### src/rtl/div_pkg.sv
// Shared definitions for the iterative divider: FSM state encoding and
// the counter width derived from the operand width.
package div_pkg;

  typedef enum logic [1:0] {
    ST_IDLE = 2'd0,
    ST_BUSY = 2'd1,
    ST_FIX  = 2'd2,
    ST_DONE = 2'd3
  } div_state_e;

  localparam int unsigned DIV_DEFAULT_WIDTH = 32;

  // Bits needed to count 0 .. dw-1 iterations (the iteration count never exceeds dw)
  function automatic int unsigned cnt_width(input int unsigned dw);
    return (dw < 2) ? 1 : $clog2(dw);
  endfunction

  localparam int unsigned DIV_CNT_W = cnt_width(DIV_DEFAULT_WIDTH);

endpackage

### src/rtl/div_step.sv
// One unsigned restoring division step: shift the partial remainder left by
// one bit (pulling in the next dividend bit), trial-subtract the divisor,
// keep the difference when it does not borrow, and shift in the quotient bit.
module div_step #(
  parameter int unsigned DATA_WIDTH = 32
) (
  input  logic [DATA_WIDTH-1:0] rem_i,
  input  logic [DATA_WIDTH-1:0] quo_i,
  input  logic [DATA_WIDTH-1:0] dvs_i,
  output logic [DATA_WIDTH-1:0] rem_o,
  output logic [DATA_WIDTH-1:0] quo_o
);

  logic [DATA_WIDTH:0] shifted;
  logic [DATA_WIDTH:0] trial;

  // Shift, trial subtract, select; borrow out of the MSB means "divisor did not fit"
  always_comb begin
    shifted = {rem_i, quo_i[DATA_WIDTH-1]};
    trial   = shifted - {1'b0, dvs_i};
    if (!trial[DATA_WIDTH]) begin
      rem_o = trial[DATA_WIDTH-1:0];
      quo_o = {quo_i[DATA_WIDTH-2:0], 1'b1};
    end else begin
      rem_o = shifted[DATA_WIDTH-1:0];
      quo_o = {quo_i[DATA_WIDTH-2:0], 1'b0};
    end
  end

endmodule

### src/rtl/div_iter.sv
// Iterative restoring divider, signed or unsigned, STEPS_PER_CYCLE quotient
// bits per clock. Operates on magnitudes and fixes signs in a final cycle;
// divide-by-zero and signed MIN/-1 overflow complete on the accepting edge.
module div_iter
  import div_pkg::*;
#(
  parameter int unsigned DATA_WIDTH      = DIV_DEFAULT_WIDTH,
  parameter int unsigned STEPS_PER_CYCLE = 1
) (
  input  logic                  clk,
  input  logic                  nrst,
  input  logic                  in_valid,
  output logic                  in_ready,
  input  logic [DATA_WIDTH-1:0] dividend,
  input  logic [DATA_WIDTH-1:0] divisor,
  input  logic                  signed_ope,
  input  logic                  flush,
  output logic                  out_valid,
  input  logic                  out_ready,
  output logic [DATA_WIDTH-1:0] quotient,
  output logic [DATA_WIDTH-1:0] remainder,
  output logic                  div_by_zero,
  output logic                  overflow
);

  localparam int unsigned   ITER = DATA_WIDTH / STEPS_PER_CYCLE;
  localparam int unsigned   CW   = cnt_width(DATA_WIDTH);
  localparam logic [CW-1:0] LAST = CW'(ITER - 1);
  localparam logic [DATA_WIDTH-1:0] MIN_VAL = {1'b1, {(DATA_WIDTH-1){1'b0}}};

  if (DATA_WIDTH < 2) begin : g_chk_width
    $error("div_iter: DATA_WIDTH must be at least 2");
  end
  if (STEPS_PER_CYCLE == 0 || (DATA_WIDTH % STEPS_PER_CYCLE) != 0) begin : g_chk_steps
    $error("div_iter: DATA_WIDTH must be a multiple of STEPS_PER_CYCLE");
  end

  div_state_e            state_q, state_d;
  logic [CW-1:0]         cnt_q, cnt_d;
  logic [DATA_WIDTH-1:0] rem_q, rem_d;
  logic [DATA_WIDTH-1:0] quo_q, quo_d;
  logic [DATA_WIDTH-1:0] dvs_q, dvs_d;
  logic                  qneg_q, qneg_d;
  logic                  rneg_q, rneg_d;
  logic [DATA_WIDTH-1:0] quotient_q, quotient_d;
  logic [DATA_WIDTH-1:0] remainder_q, remainder_d;
  logic                  dbz_q, dbz_d;
  logic                  ovf_q, ovf_d;

  logic                  accept;
  logic                  a_neg, b_neg;
  logic [DATA_WIDTH-1:0] a_mag, b_mag;
  logic                  is_zero, is_ovf;

  logic [DATA_WIDTH-1:0] rem_c [STEPS_PER_CYCLE+1];
  logic [DATA_WIDTH-1:0] quo_c [STEPS_PER_CYCLE+1];

  assign rem_c[0] = rem_q;
  assign quo_c[0] = quo_q;

  for (genvar g = 0; g < STEPS_PER_CYCLE; g++) begin : g_step
    div_step #(
      .DATA_WIDTH(DATA_WIDTH)
    ) u_step (
      .rem_i(rem_c[g]),
      .quo_i(quo_c[g]),
      .dvs_i(dvs_q),
      .rem_o(rem_c[g+1]),
      .quo_o(quo_c[g+1])
    );
  end

  // Operand decode at the input: signs, magnitudes and the two early-out cases
  always_comb begin
    accept  = (state_q == ST_IDLE) && in_valid && !flush;
    a_neg   = signed_ope & dividend[DATA_WIDTH-1];
    b_neg   = signed_ope & divisor[DATA_WIDTH-1];
    a_mag   = a_neg ? (~dividend + 1'b1) : dividend;
    b_mag   = b_neg ? (~divisor + 1'b1) : divisor;
    is_zero = (divisor == '0);
    is_ovf  = signed_ope && (dividend == MIN_VAL) && (divisor == '1);
  end

  // State register
  always_ff @(posedge clk or negedge nrst) begin
    if (!nrst) state_q <= ST_IDLE;
    else       state_q <= state_d;
  end

  // Next-state logic; flush overrides every transition
  always_comb begin
    state_d = state_q;
    unique case (state_q)
      ST_IDLE: if (in_valid) state_d = (is_zero || is_ovf) ? ST_DONE : ST_BUSY;
      ST_BUSY: if (cnt_q == LAST) state_d = ST_FIX;
      ST_FIX:  state_d = ST_DONE;
      ST_DONE: if (out_ready) state_d = ST_IDLE;
      default: state_d = ST_IDLE;
    endcase
    if (flush) state_d = ST_IDLE;
  end

  // Handshake outputs decoded from state
  always_comb begin
    in_ready  = (state_q == ST_IDLE);
    out_valid = (state_q == ST_DONE);
  end

  // Datapath next values; result registers load only on the way into DONE
  always_comb begin
    cnt_d       = cnt_q;
    rem_d       = rem_q;
    quo_d       = quo_q;
    dvs_d       = dvs_q;
    qneg_d      = qneg_q;
    rneg_d      = rneg_q;
    quotient_d  = quotient_q;
    remainder_d = remainder_q;
    dbz_d       = dbz_q;
    ovf_d       = ovf_q;
    unique case (state_q)
      ST_IDLE: begin
        if (accept) begin
          cnt_d  = '0;
          rem_d  = '0;
          quo_d  = a_mag;
          dvs_d  = b_mag;
          qneg_d = a_neg ^ b_neg;
          rneg_d = a_neg;
          if (is_zero) begin
            quotient_d  = '1;
            remainder_d = dividend;
            dbz_d       = 1'b1;
            ovf_d       = 1'b0;
          end else if (is_ovf) begin
            quotient_d  = MIN_VAL;
            remainder_d = '0;
            dbz_d       = 1'b0;
            ovf_d       = 1'b1;
          end
        end
      end
      ST_BUSY: begin
        rem_d = rem_c[STEPS_PER_CYCLE];
        quo_d = quo_c[STEPS_PER_CYCLE];
        cnt_d = cnt_q + 1'b1;
      end
      ST_FIX: begin
        if (!flush) begin
          quotient_d  = qneg_q ? (~quo_q + 1'b1) : quo_q;
          remainder_d = rneg_q ? (~rem_q + 1'b1) : rem_q;
          dbz_d       = 1'b0;
          ovf_d       = 1'b0;
        end
      end
      default: ;
    endcase
  end

  // Datapath registers
  always_ff @(posedge clk or negedge nrst) begin
    if (!nrst) begin
      cnt_q       <= '0;
      rem_q       <= '0;
      quo_q       <= '0;
      dvs_q       <= '0;
      qneg_q      <= 1'b0;
      rneg_q      <= 1'b0;
      quotient_q  <= '0;
      remainder_q <= '0;
      dbz_q       <= 1'b0;
      ovf_q       <= 1'b0;
    end else begin
      cnt_q       <= cnt_d;
      rem_q       <= rem_d;
      quo_q       <= quo_d;
      dvs_q       <= dvs_d;
      qneg_q      <= qneg_d;
      rneg_q      <= rneg_d;
      quotient_q  <= quotient_d;
      remainder_q <= remainder_d;
      dbz_q       <= dbz_d;
      ovf_q       <= ovf_d;
    end
  end

  assign quotient    = quotient_q;
  assign remainder   = remainder_q;
  assign div_by_zero = dbz_q;
  assign overflow    = ovf_q;

endmodule

### config.mk
export PLATFORM = sky130hd
export DESIGN_NAME = div_iter
export DESIGN_NICKNAME = d
export VERILOG_FILES = /design/src/rtl/div_pkg.sv /design/src/rtl/div_step.sv /design/src/rtl/div_iter.sv
export SDC_FILE = /design/constraint.sdc
export NUM_CORES = 1
export LEC_CHECK = 0
export ABC_AREA = 1
export CAP_MARGIN = 30
export CORE_AREA = 3 3 185 187
export CTS_BUF_LIST = sky130_fd_sc_hd__clkbuf_4 sky130_fd_sc_hd__clkbuf_8 sky130_fd_sc_hd__clkbuf_16
export DETAILED_ROUTE_END_ITERATION = 16
export DIE_AREA = 0 0 188 190
export GPL_TIMING_DRIVEN = 0
export PLACE_DENSITY = 0.66
export SYNTH_ARGS = -nofsm -noshare
export SYNTH_HDL_FRONTEND = slang
export SYNTH_SLANG_ARGS = --single-unit
### constraint.sdc
create_clock -name clk -period 3 [get_ports clk]
set_input_delay 0.3 -clock clk [delete_from_list [all_inputs] [get_ports clk]]
set_output_delay 0.3 -clock clk [all_outputs]
set_load 0.005 [all_outputs]
==> results_dict.tcl, run 1 <==
set metrics [dict create \
    status "finished clean" \
    grt_antenna_before_repair 0 \
    grt_overflow 0 \
    vias 15752 \
    io_buffers 137 \
    cp-start-kind "register" \
    avgRoutedWirePerCell_um 17.98 \
    final.fill_count 3393 \
    viasPerCell 5.391 \
    synth_ff_type "dfrtp_1" \
    hpwl_mm 42.70 \
    whs_ns 0.3904 \
    p_per_area_nw_per_um2 777.5 \
    cp.arrival_ns 3.29 \
    yosysWarnings 0 \
    grt_pass1_vias 14463 \
    fmax_mhz 339.1 \
    nets 2581 \
    netlist_instances 2308 \
    cts_setup_buffers 0 \
    initial_core_util_pct 42.99 \
    hold_path_class "in -> async" \
    peakVddDrop_mv 0.4713 \
    grt_max_degree 106 \
    track_usage_pct 29.25 \
    clk_path_buf_depth 2 \
    multi_input_area_um2 8257 \
    die_h_um 190 \
    ant_nets 0 \
    n_antenna_cell 0 \
    fin_util_pct 50.85 \
    cp_max_fo 10 \
    drv_cap 0 \
    setup_viol 0 \
    ys_top_cells_by_count "nand2_1 (792), inv_1 (298), nor2_1 (244), nand3_1 (228), dfrtp_1 (171)" \
    criticalPathCategory "reg -> reg" \
    drt_iter0_drc 1620 \
    num_rows 66 \
    max_stage_delay_ns 0.60 \
    clk_latency_ns 0.46 \
    avgSynthCellArea_um2 6.075 \
    grt_setup_unrepaired "no" \
    clk_pin_slew_ns 0.07 \
    synth_cell_types 44 \
    h-tree-depth 4 \
    worst_pin_slew_ns 0.8230 \
    worstSetupEndpointType "register" \
    fin_crit_ns 2.949 \
    synth-seq-cells 171 \
    slew_violations 0 \
    cts-buffers-inserted 17 \
    leakage_uw 0.008720 \
    ys_seq_area_share_pct 30.52 \
    cp-startpoint "state_q[0]" \
    reg2reg_from "state_q[0]" \
    tritoncts "done" \
    first_pass_iters 6 \
    cts.sinks 171 \
    seq_area_um2 4280 \
    yosysMostFrequentCell "nand2_1" \
    p_total_uw 12900 \
    yosysTopAreaCell "dfrtp_1" \
    path_cells "inv_1 -> ha_1 -> clkbuf_1 -> inv_1 -> nand3_2 -> clkbuf_1 -> o21ai_0 -> nand2_1 -> nand2_1" \
    cpMaxStageDelayCell "clkbuf_1" \
    fin_crit_sh_pct 98.30 \
    gp_congestion 1.066 \
    grt_pass1_wl_mm 81.29 \
    synth_edf_count 0 \
    syn_nets 2422 \
    skew_ns 0.01150 \
    crit_required_ns 3.35 \
    routed_wl_mm 52.53 \
    io_pins 138 \
    tns_ns 0 \
    ys_top_cells_by_area "dfrtp_1 (31%), nand2_1 (21%), nand3_1 (8.1%)" \
    drive_above_1_share_pct 3.871 \
    die_w_um 188 \
    synth.cell_area_um2 14020 \
    dieArea_um2 35720 \
    core_um2 32620 \
    area_delta_synth_final_pct 18.28 \
    drc 0 \
    hold_viol 0 \
    async_flop_share_pct 100.0 \
    synth_top_area_share_pct 30.52 \
    cts-root-buf "clkbuf_16" \
    relSlewSlack_pct 45.14 \
]
==> worst paths after layout <==
| path | depth (start not counted) | slack [ns] | end |
|---|---|---|---|
| setup / recovery | 9 | 0.05 | quotient[9] |
| hold / removal | 2 | 0.39 | quotient[30] |
| setup reg to reg | 9 | 0.05 | quotient[9] |
| hold reg to reg | 2 | 0.48 | remainder[0] |
| max in group asynchronous | 3 | 1.67 | dvs_q[14] |
| min in group clk | 2 | 0.48 | remainder[0] |
==> metrics by stage <==
stage / cell area [µm²] / worst slack, ns / instances
5_1_grt: 16590 / 0.004349 / 2922
6_report: 16590 / 0.05106 / 2922
4_1_cts: 16570 / 0.02871 / 2922
3_3_place_gp: 15950 / -5.481 / 2887
2_1_floorplan: 14020 / 0.7387 / 2308
3_5_place_dp: 15990 / -0.1089 / 2889
==> metal layers <==
metal	up-vias	part of all wire [%]	GRT usage, %	wire length, µm
li1	7683	-	-	-
met1	7333	47	43.87	24850
met2	680	42	43.68	21990
met3	56	9.3	5.731	4903
met4	0	1.5	6.118	787
met5	-	0	0	0
==> final cells by class <==
type                    instances  share of cell area (%)
clock buffers                  19                   2.693
well taps                     442                   3.334
clock inverters                13                  0.7242
multi-input cells            1759                   49.78
flip-flops and latches        171                   25.81
repair buffers                140                   8.592
inverters                     305                   6.903
plain buffers                  73                   2.165
==> cell families (layout without fill, tap and decap cells) <==
group | after synthesis | after routing | share of synthesized area [%]
AOI/OAI and AO/OA | 300 | 300 | 11.32
buffers and inverters | 378 | 550 | 10.69
and+or+nand+nor | 1379 | 1379 | 41.24
DFF | 171 | 171 | 30.52
adders and majority gates | 44 | 44 | 3.980
xor gates and xnor gates | 36 | 36 | 2.249
==> registers in the layout, indices dropped and copies added, names as in the netlist <==
signal and count:
cnt_q 5, div_by_zero 1, dvs_q 32, overflow 1
qneg_q 1, quo_q 32, quotient 32, rem_q 32
remainder 32, rneg_q 1, state_q 2
==> cell usage in the layout, fill, tap and decap left out, drive strengths merged, types with 2 or more instances in the layout <==
cell,synthesis,layout
clkbuf,48,69
buf,25,26
o21ai,166,166
nand3b,14,14
nor2,257,257
xnor2,11,11
xor2,25,25
or2,3,3
clkdlybuf4s50,0,136
nand4,34,34
ha,43,43
nand3,233,233
a21oi,102,102
dfrtp,171,171
o21a,2,2
nand2,801,801
nor3,31,31
o221ai,4,4
a31oi,2,2
clkinv,3,5
o22ai,3,3
o211ai,11,11
o21bai,5,5
and2,3,3
nor4,2,2
inv,302,313
==> where the power goes <==
part	internal [µW]	leakage [µW]	switching [µW]	total, µW
clock network	1130	0.000285	1070	2200
logic	2330	0.00621	4770	7110
registers	3060	0.00223	529	3590
total	6520	0.00872	6380	12900
==> worst max-delay path: cells and delay by family (launching register included) <==
kind,cells,cell delay [ns]
compound gates,1,0.38
fa+ha+maj,1,0.14
buf+inv,4,1.45
flops,1,0.43
simple gates,3,0.42
==> repair_timing <==
action	CTS	global route
endpoints found under the setup margin	1	34
resized for setup	1	8
endpoints found under the hold margin	66	0
hold buffers	1	0
pin swaps	0	0
No activity file was read; power rests on OpenSTA's default activity.
==> run 2: changes to the inputs <==
--- a/config.mk
+++ b/config.mk
@@ -7,12 +7,12 @@
 export LEC_CHECK = 0
 export ABC_AREA = 1
 export CAP_MARGIN = 30
-export CORE_AREA = 3 3 185 187
+export CORE_AREA = 3 3 190 192
 export CTS_BUF_LIST = sky130_fd_sc_hd__clkbuf_4 sky130_fd_sc_hd__clkbuf_8 sky130_fd_sc_hd__clkbuf_16
 export DETAILED_ROUTE_END_ITERATION = 16
-export DIE_AREA = 0 0 188 190
+export DIE_AREA = 0 0 193 195
 export GPL_TIMING_DRIVEN = 0
-export PLACE_DENSITY = 0.66
 export SYNTH_ARGS = -nofsm -noshare
 export SYNTH_HDL_FRONTEND = slang
+export SYNTH_HIERARCHICAL = 1
 export SYNTH_SLANG_ARGS = --single-unit
==> run 2 against run 1 <==
Compared with the run above:
- clock-buffer cell count rose by 2
- routed wire length grew 9.7%
- setup slack improved by 0.16 ns
- area after synthesis rose by 5.3%
- maximum frequency grew 5.6%
- utilization decreased by 0.46 points
- critical endpoint is now remainder[27]
- combinational power rose by 3.5%
==> results_dict.tcl, run 2 <==
set metrics [dict create \
    clk_path_buf_depth 2 \
    grt_pass1_wl_mm 89.03 \
    synth-seq-cells 171 \
    avgSynthCellArea_um2 5.939 \
    syn_nets 2600 \
    dieArea_um2 37640 \
    ys_top_cells_by_area "dfrtp_1 (29%), nand2_1 (25%), nand3_1 (8.1%)" \
    fin_util_pct 50.39 \
    cp-start-kind "input port" \
    crit_required_ns 3.35 \
    synth_cell_types 43 \
    peakVddDrop_mv 0.5856 \
    fin_crit_sh_pct 93.07 \
    drive_above_1_share_pct 5.152 \
    cts-buffers-inserted 17 \
    drv_cap 0 \
    hold_path_class "in -> async" \
    met2_length_mm 24.38 \
    synth_top_area_share_pct 28.98 \
    grt_overflow 0 \
    cp.arrival_ns 3.14 \
    track_usage_pct 30.87 \
    clk_latency_ns 0.46 \
    synth.cell_area_um2 14770 \
    layout_common_cells "nand2_1 (969), inv_1 (283), nor2_1 (254)" \
    synth_ff_type "dfrtp_1" \
    clk_pin_slew_ns 0.07 \
    p_per_area_nw_per_um2 770.4 \
    path_delay_family "simple AND/OR/NAND/NOR gates" \
    hold_viol 0 \
    routedLengthMet1_mm 26.95 \
    criticalPathCategory "in -> reg" \
    tns_ns 0 \
    cts.sinks 171 \
    grt_setup_unrepaired "no" \
    hpwl_mm 47.44 \
    yosysMostFrequentCell "nand2_1" \
    worstSetupEndpointType "register" \
    gp_congestion 1.002 \
    viasPerCell 5.272 \
    io_buffers 137 \
    ant_nets 0 \
    die_h_um 195 \
    leakage_uw 0.009390 \
    yosysTopAreaCell "dfrtp_1" \
    grt_pass1_vias 15481 \
    initial_core_util_pct 42.74 \
    nets 2760 \
    h-tree-depth 4 \
    io_pins 138 \
    grt_antenna_before_repair 1 \
    netlist_instances 2486 \
    cpMaxStageDelayCell "clkdlybuf4s50_1" \
    cp-startpoint "dividend[0]" \
    routed.top_layer "met5" \
    routed_wl_mm 57.61 \
    first_pass_iters 7 \
    skew_ns 0.01195 \
    worst_pin_slew_ns 0.8687 \
    relSlewSlack_pct 42.09 \
    wl_met3_mm 4.716 \
    reg2reg_from "quo_q[31]" \
    n_antenna_cell 0 \
    cp_common_cell "nand2_1" \
    fmax_mhz 358.2 \
    setup_viol 0 \
    final.fill_count 3736 \
    yosysWarnings 6 \
    max_stage_delay_ns 0.45 \
    grt_max_degree 92 \
    ys_seq_area_share_pct 28.98 \
    tritoncts "done" \
    cp_max_fo 10 \
    path_cells "clkdlybuf4s50_1 -> inv_1 -> ha_1 -> nand3_2 -> nor2_1 -> nand2_1 -> nor2_1 -> nand3_1 -> nand2_1 -> nand2_2 -> buf_4 -> buf_6 -> nand2_1 -> nand2_1" \
    drt_iter0_drc 1567 \
    synth_edf_count 0 \
    cts-root-buf "clkbuf_16" \
    core_um2 34540 \
    slew_violations 0 \
    async_flop_share_pct 100.0 \
    avgRoutedWirePerCell_um 18.50 \
    drc 0 \
    ys_top_cells_by_count "nand2_1 (970), inv_1 (283), nor2_1 (254), nand3_1 (240), dfrtp_1 (171)" \
    num_rows 68 \
    status "finished clean" \
    die_w_um 193 \
    final_common_cell "nand2_1" \
    cp_num_buf_inv 4 \
    area_delta_synth_final_pct 17.89 \
    fin_crit_ns 2.792 \
    vias 16418 \
]
-- run 2: path summary, 6_finish.rpt --
check	cells past startpoint	slack, ns	end
hold reg to reg	2	0.48	remainder[16]
hold / removal	2	0.40	remainder[2]
min in group clk	2	0.48	remainder[16]
max in group asynchronous	3	1.69	dvs_q[1]
setup / recovery	14	0.21	remainder[27]
setup reg to reg	19	0.27	rem_q[3]
-- run 2: area by class of cell --
class / count / area [µm²] / share of cell area (%)
Sequential cell: 171 / 4280 / 24.59
Buffer: 112 / 683.2 / 3.925
Multi-Input combinational cell: 1911 / 8722 / 50.11
Clock buffer: 21 / 467.9 / 2.688
Tap cell: 455 / 569.3 / 3.271
Timing Repair Buffer: 141 / 1429 / 8.209
Inverter: 292 / 1096 / 6.297
Clock inverter: 11 / 158.9 / 0.9129
-- run 2: power by group --
group	total, µW	switching, µW	internal [µW]
clock	2440	1060	1390
sequential	3600	624	2980
combinational	7360	4880	2490
-- run 2: kinds of logic after synthesis --
logic type	synth area share [%]
compound gates	9.999
flops	28.98
buf+inv	11.99
simple gates	43.17
fa+ha+maj	3.779
xor+xnor	2.076
-- run 2: what timing repair did --
item / CTS / global route
hold endpoints to repair: 80 / 0
setup buffers: 0 / 2
hold buffers: 1 / 0
pin swaps: 0 / 1
endpoints found under the setup margin: 11 / 107
resized for setup: 2 / 8
-- run 2: layer usage --
layer / global-route usage, % / vias to the layer above
met5: 0 / -
li1: - / 8168
met4: 8.599 / 2
met2: 46.75 / 589
met1: 44.54 / 7588
met3: 6.517 / 71
-- run 2: metrics by stage --
step	power, µW	hold slack [ns]	worst slack [ns]	cell area (µm²)	std cells
after floorplan	8144	0.004409	0.7363	14770	2486
after global placement	10720	0.4636	-5.778	16710	3078
after detailed placement	10810	0.3316	-0.3161	16740	3079
after CTS	13280	0.4461	0.002242	17380	3112
after global routing	14450	0.4864	0.06945	17410	3114
final	13410	0.4003	0.2080	17410	3114
==> run 3: changes to the inputs <==
--- a/config.mk
+++ b/config.mk
@@ -5,13 +5,13 @@
 export SDC_FILE = /design/constraint.sdc
 export NUM_CORES = 1
 export LEC_CHECK = 0
-export ABC_AREA = 1
 export CAP_MARGIN = 30
-export CORE_AREA = 3 3 190 192
+export CORE_AREA = 3 3 176 178
 export CTS_BUF_LIST = sky130_fd_sc_hd__clkbuf_4 sky130_fd_sc_hd__clkbuf_8 sky130_fd_sc_hd__clkbuf_16
 export DETAILED_ROUTE_END_ITERATION = 16
-export DIE_AREA = 0 0 193 195
+export DIE_AREA = 0 0 179 181
 export GPL_TIMING_DRIVEN = 0
+export PLACE_DENSITY = 0.65
 export SYNTH_ARGS = -nofsm -noshare
 export SYNTH_HDL_FRONTEND = slang
 export SYNTH_HIERARCHICAL = 1
==> run 3 against run 2 <==
Compared with the run above:
- the flow now finishes with violations (setup timing)
- clock skew down 0.00081 ns
- sequential share of layout area increased by 2.5 points
- routed wire length down 32%
- clock-buffer cell count decreased by 3
- area after synthesis decreased by 14%
- register-to-register slack got worse by 0.66 ns
- flip-flop and latch count is the same
- maximum frequency down 18%
==> results_dict.tcl, run 3 <==
set metrics [dict create \
    ys_seq_area_share_pct 33.68 \
    postPlaceCellArea_um2 14710 \
    drc 0 \
    synth.cell_area_um2 12710 \
    synth_ff_type "dfrtp_1" \
    fmax_mhz 295.3 \
    cp-start-kind "register" \
    synth_cell_types 84 \
    grt_antenna_before_repair 0 \
    dieArea_um2 32400 \
    cp.arrival_ns 3.71 \
    clk_pin_slew_ns 0.07 \
    avgSynthCellArea_um2 8.603 \
    ys_top_cells_by_area "dfrtp_1 (34%), xor2_1 (5.9%), nand2_1 (5.6%)" \
    clk_path_buf_depth 2 \
    leakage_uw 0.006857 \
    grt_pass1_vias 11441 \
    num_rows 63 \
    peakVddDrop_mv 0.6826 \
    drv_cap 0 \
    cts.sinks 171 \
    relSlewSlack_pct 44.55 \
    grt_setup_unrepaired "yes" \
    worstSetupEndpointType "register" \
    vias 11549 \
    yosysTopAreaCell "dfrtp_1" \
    ys_top_cells_by_count "nand2_1 (191), dfrtp_1 (171), o21ai_0 (133), a21oi_1 (85), xor2_1 (85)" \
    cts-buffers-inserted 17 \
    worst_pin_slew_ns 0.8318 \
    first_pass_iters 5 \
    skew_ns 0.01114 \
    drive_above_1_share_pct 17.77 \
    initial_core_util_pct 42.98 \
    area_delta_synth_final_pct 24.70 \
    tritoncts "done" \
    routed_wl_mm 39.01 \
    criticalPathCategory "reg -> reg" \
    die_h_um 181 \
    status "finished, violations left" \
    h-tree-depth 4 \
    cts-root-buf "clkbuf_16" \
    clk_latency_ns 0.44 \
    fin_crit_ns 3.386 \
    io_pins 138 \
    post-place-ws_ns -1.594 \
    design_area_um2 15840 \
    hpwl_mm 30.17 \
    grt_pass1_wl_mm 60.89 \
    grt_overflow 0 \
    hold_viol 0 \
    core_um2 29560 \
    io_buffers 137 \
    gp_congestion 0.9441 \
    cp_max_fo 6 \
    synth_edf_count 0 \
    layout_common_cells "nand2_1 (190), dfrtp_1 (165), clkdlybuf4s50_1 (136)" \
    yosysMostFrequentCell "nand2_1" \
    crit_required_ns 3.33 \
    viasPerCell 5.587 \
    synth-seq-cells 171 \
    final.fill_count 2808 \
    nets 1778 \
    synth_top_area_share_pct 33.68 \
    slew_violations 0 \
    yosysWarnings 6 \
    grt_max_degree 112 \
    netlist_instances 1477 \
    drt_iter0_drc 826 \
    layout_setup_ws_ns -0.3862 \
    rrSetupSlack_ns -0.39 \
    ant_nets 0 \
    fin_crit_sh_pct 112.9 \
    syn_nets 1591 \
    final_common_cell "nand2_1" \
    die_w_um 179 \
    violations "setup timing" \
    p_per_area_nw_per_um2 1182 \
    hold_path_class "reg -> reg" \
    setup_viol 33 \
    avgRoutedWirePerCell_um 18.87 \
    async_flop_share_pct 100.0 \
    n_antenna_cell 0 \
    track_usage_pct 23.81 \
]
[run 3: cell types whose count changed in the layout (fill, tap and decap cells not counted), sizes merged, moves of 22 or more]
cell / delta
mux2: +76
xnor2: +49
nand4: -25
nor4: +22
clkbuf: +26
inv: -231
o41ai: +24
nand2: -789
nand3: -168
nor2: -198
o21ai: -33
xor2: +55
o31ai: +38
or3: +25
[run 3: critical path: stages (launching register included)]
cell,delay [ns]
dfrtp_2,0.42
inv_2,0.06
ha_4,0.16
fa_2,0.33
and2b_1,0.24
o2111ai_2,0.13
a21oi_2,0.21
o2111ai_2,0.20
a211oi_2,0.31
nor2_4,0.08
mux2i_4,0.25
and2_4,0.24
inv_12,0.06
clkbuf_16,0.16
mux2_4,0.30
nand3_2,0.06
nand2_1,0.06
[run 3: through the flow]
step	total power (µW)	utilization, %	std cells	hold slack (ns)	TNS (ns)
after floorplan	12020	-	1477	0.004409	-4.515
after global placement	15080	49.63	2004	0.4625	-1065.18
after detailed placement	15230	49.78	2007	0.4211	-123.96
after CTS	18430	53.08	2063	0.4832	-18.51
after global routing	20040	53.60	2067	0.5015	-15.80
final	18720	53.60	2067	0.4783	-11.16
[run 3: repair_timing]
action                                 in CTS  in global routing
resized for setup                          67                 43
endpoints found under the hold margin     102                  0
setup endpoints to repair                 117                123
setup buffers                              22                  6
gates cloned                                1                  1
pin swaps                                  28                 23
hold buffers                                1                  0
[run 3: logic make-up (layout without fill, tap and decap cells)]
group,Yosys count,count (layout),share of synthesized area [%]
simple gates,483,483,18.48
mux,88,88,8.341
xor+xnor,139,139,9.581
buf+inv,175,375,6.883
compound gates,377,377,18.64
fa+ha+maj,44,44,4.392
flops,171,171,33.68
[run 3: path summary, 6_finish.rpt]
check,to,cells after the start,startpoint
max in group asynchronous,rem_q[20],3,nrst
max,rem_q[25],16,quo_q[31]
max reg2reg,rem_q[25],16,quo_q[31]
min in group asynchronous,quotient[6],2,nrst
min reg2reg,dvs_q[11],2,dvs_q[11]
min,dvs_q[11],2,dvs_q[11]
[run 3: layout make-up]
cell class	instances	area [µm²]	share of cell area, %
well taps	390	488.0	3.080
plain buffers	116	664.4	4.193
flip-flops and latches	171	4287	27.06
clock inverters	14	111.4	0.7028
repair buffers	170	1715	10.83
inverters	57	226.5	1.429
clock buffers	18	432.9	2.732
multi-input cells	1131	7919	49.98
[run 3: per-layer routing]
metal,vias to the layer above,routed length (µm),global-route usage [%]
met3,68,1703,2.501
met2,339,19490,42.93
li1,5656,-,-
met4,0,1179,7.887
met1,5486,16640,29.42
met5,-,0,0
[run 3: report_power, final]
part	internal (µW)	switching (µW)	leakage [µW]
clock network	1080	1020	0.000262
registers	3240	1050	0.00224
logic	5880	6440	0.00436
total	10200	8520	0.00686
